## src/rtl/tdm_demux4_pkg.sv

```systemverilog
// Shared TDM link definitions: frame geometry, receiver FSM encoding and slot decode.
package tdm_demux4_pkg;

    localparam int TDM_SLOTS  = 4;
    localparam int TDM_SLOT_W = 2;
    localparam int TDM_WORD_W = 8;

    typedef enum logic {
        ST_HUNT   = 1'b0,
        ST_LOCKED = 1'b1
    } tdm_state_e;

    function automatic logic [TDM_SLOTS-1:0] slot_onehot(input logic [TDM_SLOT_W-1:0] slot);
        logic [TDM_SLOTS-1:0] oh;
        case (slot)
            2'd0:    oh = 4'b0001;
            2'd1:    oh = 4'b0010;
            2'd2:    oh = 4'b0100;
            2'd3:    oh = 4'b1000;
            default: oh = 4'b0000;
        endcase
        return oh;
    endfunction

endpackage

```

## src/rtl/tdm_demux4_sipo_shift.sv

```systemverilog
// Serial-in parallel-out word assembler. Holds the first WORD_W-1 bits of a word;
// word presents them joined with the bit currently on din so a word closes with no extra cycle.
module sipo_shift #(
    parameter int WORD_W = 8
) (
    input  logic              clk,
    input  logic              rst,
    input  logic              en,
    input  logic              clr,
    input  logic              din,
    output logic [WORD_W-1:0] word
);

    logic [WORD_W-2:0] sr_r;
    logic [WORD_W-2:0] sr_nxt_s;

    assign word = {sr_r, din};

    // Next contents: clr restarts the word with din as its first bit.
    always_comb begin
        sr_nxt_s = sr_r;
        if (en) begin
            if (clr) begin
                sr_nxt_s    = '0;
                sr_nxt_s[0] = din;
            end else begin
                sr_nxt_s = word[WORD_W-2:0];
            end
        end else begin
            sr_nxt_s = sr_r;
        end
    end

    // Shift register storage.
    always_ff @(posedge clk) begin
        if (rst) begin
            sr_r <= '0;
        end else begin
            sr_r <= sr_nxt_s;
        end
    end

endmodule

```

## src/rtl/tdm_demux4.sv

```systemverilog
// Receive end of the 4-channel TDM link: locks to frame sync, counts bits/slots and
// de-interleaves the serial stream into four channel registers with valid strobes.
module tdm_demux4
    import tdm_demux4_pkg::*;
#(
    parameter int WORD_W = TDM_WORD_W
) (
    input  logic                          clk,
    input  logic                          rst,
    input  logic                          en,
    input  logic                          din,
    input  logic                          sync,
    output logic [TDM_SLOTS*WORD_W-1:0]   ch_data,
    output logic [TDM_SLOTS-1:0]          ch_valid,
    output logic                          frame_done,
    output logic                          locked,
    output logic                          frame_err
);

    localparam int CNT_W = (WORD_W > 2) ? $clog2(WORD_W) : 1;
    localparam logic [CNT_W-1:0] LAST_BIT = CNT_W'(WORD_W - 1);

    tdm_state_e                     state_r, state_nxt_s;
    logic [CNT_W-1:0]               bit_cnt_r, bit_cnt_nxt_s;
    logic [TDM_SLOT_W-1:0]          slot_r, slot_nxt_s;
    logic                           sh_en_s, sh_clr_s;
    logic [WORD_W-1:0]              word_s;
    logic                           wr_s, err_s;
    logic [TDM_SLOTS*WORD_W-1:0]    ch_data_r, ch_data_nxt_s;
    logic [TDM_SLOTS-1:0]           ch_valid_r, ch_valid_nxt_s;
    logic                           frame_done_r, frame_err_r;

    sipo_shift #(.WORD_W(WORD_W)) u_sipo (
        .clk  (clk),
        .rst  (rst),
        .en   (sh_en_s),
        .clr  (sh_clr_s),
        .din  (din),
        .word (word_s)
    );

    // FSM next state, counters and sync check. A misplaced sync always wins over word completion.
    always_comb begin
        state_nxt_s   = state_r;
        bit_cnt_nxt_s = bit_cnt_r;
        slot_nxt_s    = slot_r;
        sh_en_s       = 1'b0;
        sh_clr_s      = 1'b0;
        wr_s          = 1'b0;
        err_s         = 1'b0;
        if (en) begin
            case (state_r)
                ST_HUNT: begin
                    if (sync) begin
                        state_nxt_s   = ST_LOCKED;
                        bit_cnt_nxt_s = CNT_W'(1);
                        slot_nxt_s    = 2'd0;
                        sh_en_s       = 1'b1;
                        sh_clr_s      = 1'b1;
                    end else begin
                        state_nxt_s = ST_HUNT;
                    end
                end
                ST_LOCKED: begin
                    if ((bit_cnt_r == '0) && (slot_r == 2'd0) && !sync) begin
                        state_nxt_s   = ST_HUNT;
                        bit_cnt_nxt_s = '0;
                        slot_nxt_s    = 2'd0;
                        err_s         = 1'b1;
                    end else if (((bit_cnt_r != '0) || (slot_r != 2'd0)) && sync) begin
                        bit_cnt_nxt_s = CNT_W'(1);
                        slot_nxt_s    = 2'd0;
                        sh_en_s       = 1'b1;
                        sh_clr_s      = 1'b1;
                        err_s         = 1'b1;
                    end else begin
                        sh_en_s = 1'b1;
                        if (bit_cnt_r == LAST_BIT) begin
                            bit_cnt_nxt_s = '0;
                            slot_nxt_s    = slot_r + 2'd1;
                            wr_s          = 1'b1;
                        end else begin
                            bit_cnt_nxt_s = bit_cnt_r + CNT_W'(1);
                        end
                    end
                end
                default: begin
                    state_nxt_s   = ST_HUNT;
                    bit_cnt_nxt_s = '0;
                    slot_nxt_s    = 2'd0;
                end
            endcase
        end else begin
            state_nxt_s = state_r;
        end
    end

    // Channel write target decode and valid strobe generation.
    always_comb begin
        ch_data_nxt_s  = ch_data_r;
        ch_valid_nxt_s = '0;
        if (wr_s) begin
            ch_valid_nxt_s = slot_onehot(slot_r);
            case (slot_r)
                2'd0:    ch_data_nxt_s[0*WORD_W +: WORD_W] = word_s;
                2'd1:    ch_data_nxt_s[1*WORD_W +: WORD_W] = word_s;
                2'd2:    ch_data_nxt_s[2*WORD_W +: WORD_W] = word_s;
                2'd3:    ch_data_nxt_s[3*WORD_W +: WORD_W] = word_s;
                default: ch_data_nxt_s = ch_data_r;
            endcase
        end else begin
            ch_valid_nxt_s = '0;
        end
    end

    // FSM state register.
    always_ff @(posedge clk) begin
        if (rst) begin
            state_r <= ST_HUNT;
        end else begin
            state_r <= state_nxt_s;
        end
    end

    // Counters, channel registers and registered strobes.
    always_ff @(posedge clk) begin
        if (rst) begin
            bit_cnt_r    <= '0;
            slot_r       <= 2'd0;
            ch_data_r    <= '0;
            ch_valid_r   <= '0;
            frame_done_r <= 1'b0;
            frame_err_r  <= 1'b0;
        end else begin
            bit_cnt_r    <= bit_cnt_nxt_s;
            slot_r       <= slot_nxt_s;
            ch_data_r    <= ch_data_nxt_s;
            ch_valid_r   <= ch_valid_nxt_s;
            frame_done_r <= ch_valid_nxt_s[TDM_SLOTS-1];
            frame_err_r  <= err_s;
        end
    end

    assign ch_data    = ch_data_r;
    assign ch_valid   = ch_valid_r;
    assign frame_done = frame_done_r;
    assign frame_err  = frame_err_r;
    assign locked     = (state_r == ST_LOCKED);

endmodule

```

## config.mk

```make
export PLATFORM = sky130hd
export DESIGN_NAME = tdm_demux4
export DESIGN_NICKNAME = d
export VERILOG_FILES = /design/src/rtl/tdm_demux4_pkg.sv /design/src/rtl/tdm_demux4_sipo_shift.sv /design/src/rtl/tdm_demux4.sv
export SDC_FILE = /design/constraint.sdc
export NUM_CORES = 1
export LEC_CHECK = 0
export BUFFER_PORTS_ARGS = -buffer_cell sky130_fd_sc_hd__buf_2
export CORE_ASPECT_RATIO = 1.25
export CORE_MARGIN = 2
export CORE_UTILIZATION = 54
export CTS_CLUSTER_DIAMETER = 150
export DETAILED_ROUTE_END_ITERATION = 10
export PLACE_DENSITY = 0.79
export SLEW_MARGIN = 20
export SYNTH_ARGS = -nofsm -noshare
export SYNTH_HDL_FRONTEND = slang
export SYNTH_SLANG_ARGS = --single-unit
```

## constraint.sdc

```tcl
create_clock -name clk -period 2.8 [get_ports clk]
set_clock_uncertainty 0.2 [all_clocks]
set_input_delay 0.28 -clock clk [delete_from_list [all_inputs] [get_ports clk]]
set_output_delay 0.28 -clock clk [all_outputs]
set_load 0.01 [all_outputs]
```

=== After elaboration in Yosys (flattened, before gate mapping) ===
Cells that the tools add are included.
W data, S select, Z words.

* Input bits: 5
* Bits in registers: 50
* Word-level logic and storage cells: 65

* Reductions and logical operators: 17
* Bitwise operators: 3
* Add/sub/neg operators: 2
* Mux-type cells: 26
* Equal/unequal tests: 6

{| class="wikitable"
|+ Operators with widths
! kind !! count
|-
| $pmux W4 S4 || 1
|-
| $mux W1 || 12
|-
| $mux W3 || 4
|-
| $reduce_and A2 Y1 || 5
|-
| $mux W2 || 4
|-
| $mux W7 || 1
|-
| $pmux W3 S2 || 1
|-
| $eq A2 B2 Y1 const B || 2
|-
| $ne A4 B1 Y1 const B || 1
|-
| $pmux W1 S2 || 2
|-
| $pmux W2 S2 || 1
|-
| $add A3 B1 Y3 const B || 1
|-
| $eq A3 B3 Y1 const B || 1
|-
| $logic_and A1 B1 Y1 || 3
|-
| $logic_not A3 Y1 || 1
|-
| $not A1 Y1 || 3
|-
| $reduce_and A3 Y1 || 1
|-
| $reduce_bool A3 Y1 || 1
|-
| $reduce_or A3 Y1 || 1
|-
| $add A2 B1 Y2 const B || 1
|-
| $eq A2 B1 Y1 const B || 1
|-
| $logic_not A2 Y1 || 1
|-
| $ne A2 B2 Y1 const B || 1
|-
| $reduce_bool A2 Y1 || 1
|-
| 3 further kinds || 3
|}

=== Logic depth before layout (Yosys ltp) ===
* Depth in word-level cells: 9
* Mapped depth: 11
* Depth with buffers taken out: 9

=== Cells and area by module ===
Synthesis repeated with hierarchy kept, for this count alone.

* Cells, all modules: 211
* Area, all modules: 2,095.8 um2

{| class="wikitable"
|+ Modules (own cells, without submodules)
! module !! cells each !! instances !! area an instance (um2)
|-
| tdm_demux4 || 180 || 1 || 1,820.5
|-
| sipo_shift || 31 || 1 || 275.3
|}

=== Worst setup path after synthesis ===
OpenSTA, ideal clock, no wires.

* Path kind: reg2reg
* From: reg slot_r[0]
* To: reg slot_r[0]
* Clock period less this slack: 2,200 ps
* Path slack: 600 ps
* Arrival: 1,940 ps
* Setup time: 60 ps
* Cell stages (with the launch flop): 9
* Path through: dfxtp_1 -> inv_1 -> ha_1 -> nand2_1 -> or2_2 -> ha_1 -> or4b_1 -> a21oi_2 -> mux2_2

* Cells in the longest elaborated chain, start to end: 6
* Elaborated cells between the ends (all ways): 13
* Classes of those cells: 1 x add/sub; 1 x eq/ne; 4 x mux; 7 x reduce/logical

{| class="wikitable"
|+ Ends and longest elaborated chain
! element !! line !! source
|-
| from (decl) || tdm_demux4.sv:25 || <nowiki>logic [TDM_SLOT_W-1:0] slot_r, slot_nxt_s;</nowiki>
|-
| from (signal assigned) || tdm_demux4.sv:136 || <nowiki>slot_r <= slot_nxt_s;</nowiki>
|-
| branches (longest 6 deep; another with $add A2 B1 Y2) || - ||
|}

Parallel ways; which one is timed is not known. The select of a mux whose other input is x is not followed.
A chain may end at the register's enable or synchronous reset.

=== Final worst setup path ===
Ends and elaborated chain as after synthesis.

==> impl_metrics.ini <==
[global_routing]
grt_pass1_wl_mm = 6.47
grt.overflow.total = 0
first_global_vias = 1406
grt.total_usage_pct = 19.3
grt_start_max_net_pins = 48
antenna_found_initial = 0

[setup_path]
crit_path_start_kind = flop
worstPathArrival_ps = 2580
critPathKind = flop to flop
end_kind = flop
crit_fanout = 7
required_ps = 2850

[yosys]
synthCells = 200
synthDominantCellAreaShare_pct = 46.5
async_flop_share_pct = 0
ys.flop_type = dfxtp_1
netlist_top_cells_area = dfxtp_1, mux2i_1, nand2b_1, ha_1, nand4b_1
synth_area_leader_cell = dfxtp_1
yosysUniqueCellTypes = 33
ys_ff_latch = 50
synth_area_mm2 = 0.00215
synth-edff-count = 0
post-synth-top-count-cell = dfxtp_1
avgSynthCellArea_um2 = 10.8
syn_nets = 215
yosys_warnings = 0
synth.cells.most_frequent = dfxtp_1, nand2b_1, mux2i_1
synth-seq-area-share_pct = 46.5

[timing]
period_minus_slack_ps = 2540
slew_headroom_pct = 57.1
hold_slack_ps = 53.1
slew_viol_final = 0
finalCritPeriodShare_pct = 90.6
rsz0062_at_grt = no
setup_tns_ps = 0
finalHoldViolations = 0
fmax_mhz = 394
tightest_slew_ps = 643
fin_ws_ps = 263
setup_viol = 0

[detailed_routing]
drtIter0Drc = 80
via_count = 1490
ant_nets = 0
drc_errors = 0
wl_per_cell_um = 13.6
firstDrtPassIters = 4
routed_wl_mm = 3.99
vias_per_cell = 5.07

[place]
place_ws_ps = 256
hpwl_mm = 2.80
dp.cells = 286
gp_congestion = 0.829
io_buffers = 43
placed_area_mm2 = 0.00236

[die]
io_pins = 44
rows = 25
die_x_um = 60.5
die_h_um = 74.6
core_area_mm2 = 0.00382
initial_core_util_pct = 56.4
dieArea_mm2 = 0.00451

[cells_and_area]
fin_cells = 294
drive_gt1_share_pct = 24.6
final_area_mm2 = 0.00245
fin_nets = 254
area_delta_synth_final_pct = 14.0
fill_cells = 332
diodes = 0

[cts]
insertion_delay_ps = 300
root_buffer = clkbuf_8
path_clk_slew_ps = 90
cts_resized = 0
htree_levels = 2
cts_setup_buffers = 0
cts_buffer_depth = 2
postCtsHoldBufs = 0
clkSinkCount = 50
cts_tree = done
cts_buffers = 5

[pwr]
p_per_area_mw_per_mm2 = 493
p_leak_nw = 1.19
ir_worst_vdd_mv = 0.296

[flow_run]
maxCapViolCount = 0

[min_path]
hp-class = input port to flop

[status]
status = complete, no violations
-- final timing paths --
kind,start,endpoint,slack (ps),cells after the start
min reg2reg,ch_data[28],ch_data[28],270,2
max reg2reg,slot_r[0],slot_r[0],260,8
max,slot_r[0],slot_r[0],260,8
min,en,frame_err,50,3
-- per-stage QoR --
stage,power (W),util (%)
6_report,0.00121,64.2
3_3_place_gp,0.000794,61.7
4_1_cts,0.00122,64.2
3_5_place_dp,0.000794,61.7
5_1_grt,0.00125,64.2
2_1_floorplan,0.000783,-
-- report_power, final --
part	switching (W)	internal, W
sequential	0.00000440	0.000714
combinational	0.0000342	0.0000249
clock	0.000231	0.000199
-- critical path, stage by stage, from the launching register on --
cell and delay (ps):
dfxtp_1 350, inv_1 110, ha_1 200, nand2_1 50, or2_2 280, ha_1 240, nor2b_2 300, nor3b_1 510
mux2_2 240
-- flip-flops by register name, indices dropped and copies added, names as in the netlist --
| register | cells |
|---|---|
| bit_cnt_r | 3 |
| ch_data | 32 |
| ch_valid | 4 |
| frame_err | 1 |
| locked | 1 |
| slot_r | 2 |
| u_sipo.sr_r | 7 |
-- cells by family after synthesis --
logic type	count (synthesis)	share of synthesized area (%)
mux	34	15.9
compound gates	15	4.36
buf+inv	17	4.65
fa+ha+maj	10	5.82
simple gates	74	22.7
flops	50	46.5
-- layout by cell type, fill, tap and decap left out, types with 2 or more instances in the layout --
master     n
o21ai_0    7
nand3_2    3
mux2i_1   33
and2_1     4
nand2b_1  40
dfxtp_1   50
nor3_1     2
clkbuf_8   6
buf_2     43
nand3b_1   2
nor2_1     2
nand4b_1   6
nor2b_1    2
ha_1      10
nand2_1    4
inv_1      6
a21oi_1    2
a22o_1     3
-- final cells by class --
cell class | instances | area [um2] | area share, %
multi-input combinational | 133 | 1050 | 42.8
clock buffer | 6 | 82.6 | 3.37
clock inverter | 2 | 12.5 | 0.510
timing repair buffer | 43 | 215 | 8.78
tap | 54 | 67.6 | 2.76
sequential | 50 | 1000 | 40.8
inverter | 6 | 22.5 | 0.919
-- routing by layer --
layer | part of all wire, % | global-route usage (%)
met1 | 47 | 24.0
met2 | 47 | 32.1
met3 | 3.6 | 4.17
met4 | 2.2 | 7.97
met5 | 0 | 0
Note: power is estimated with default switching activity, not from simulation.
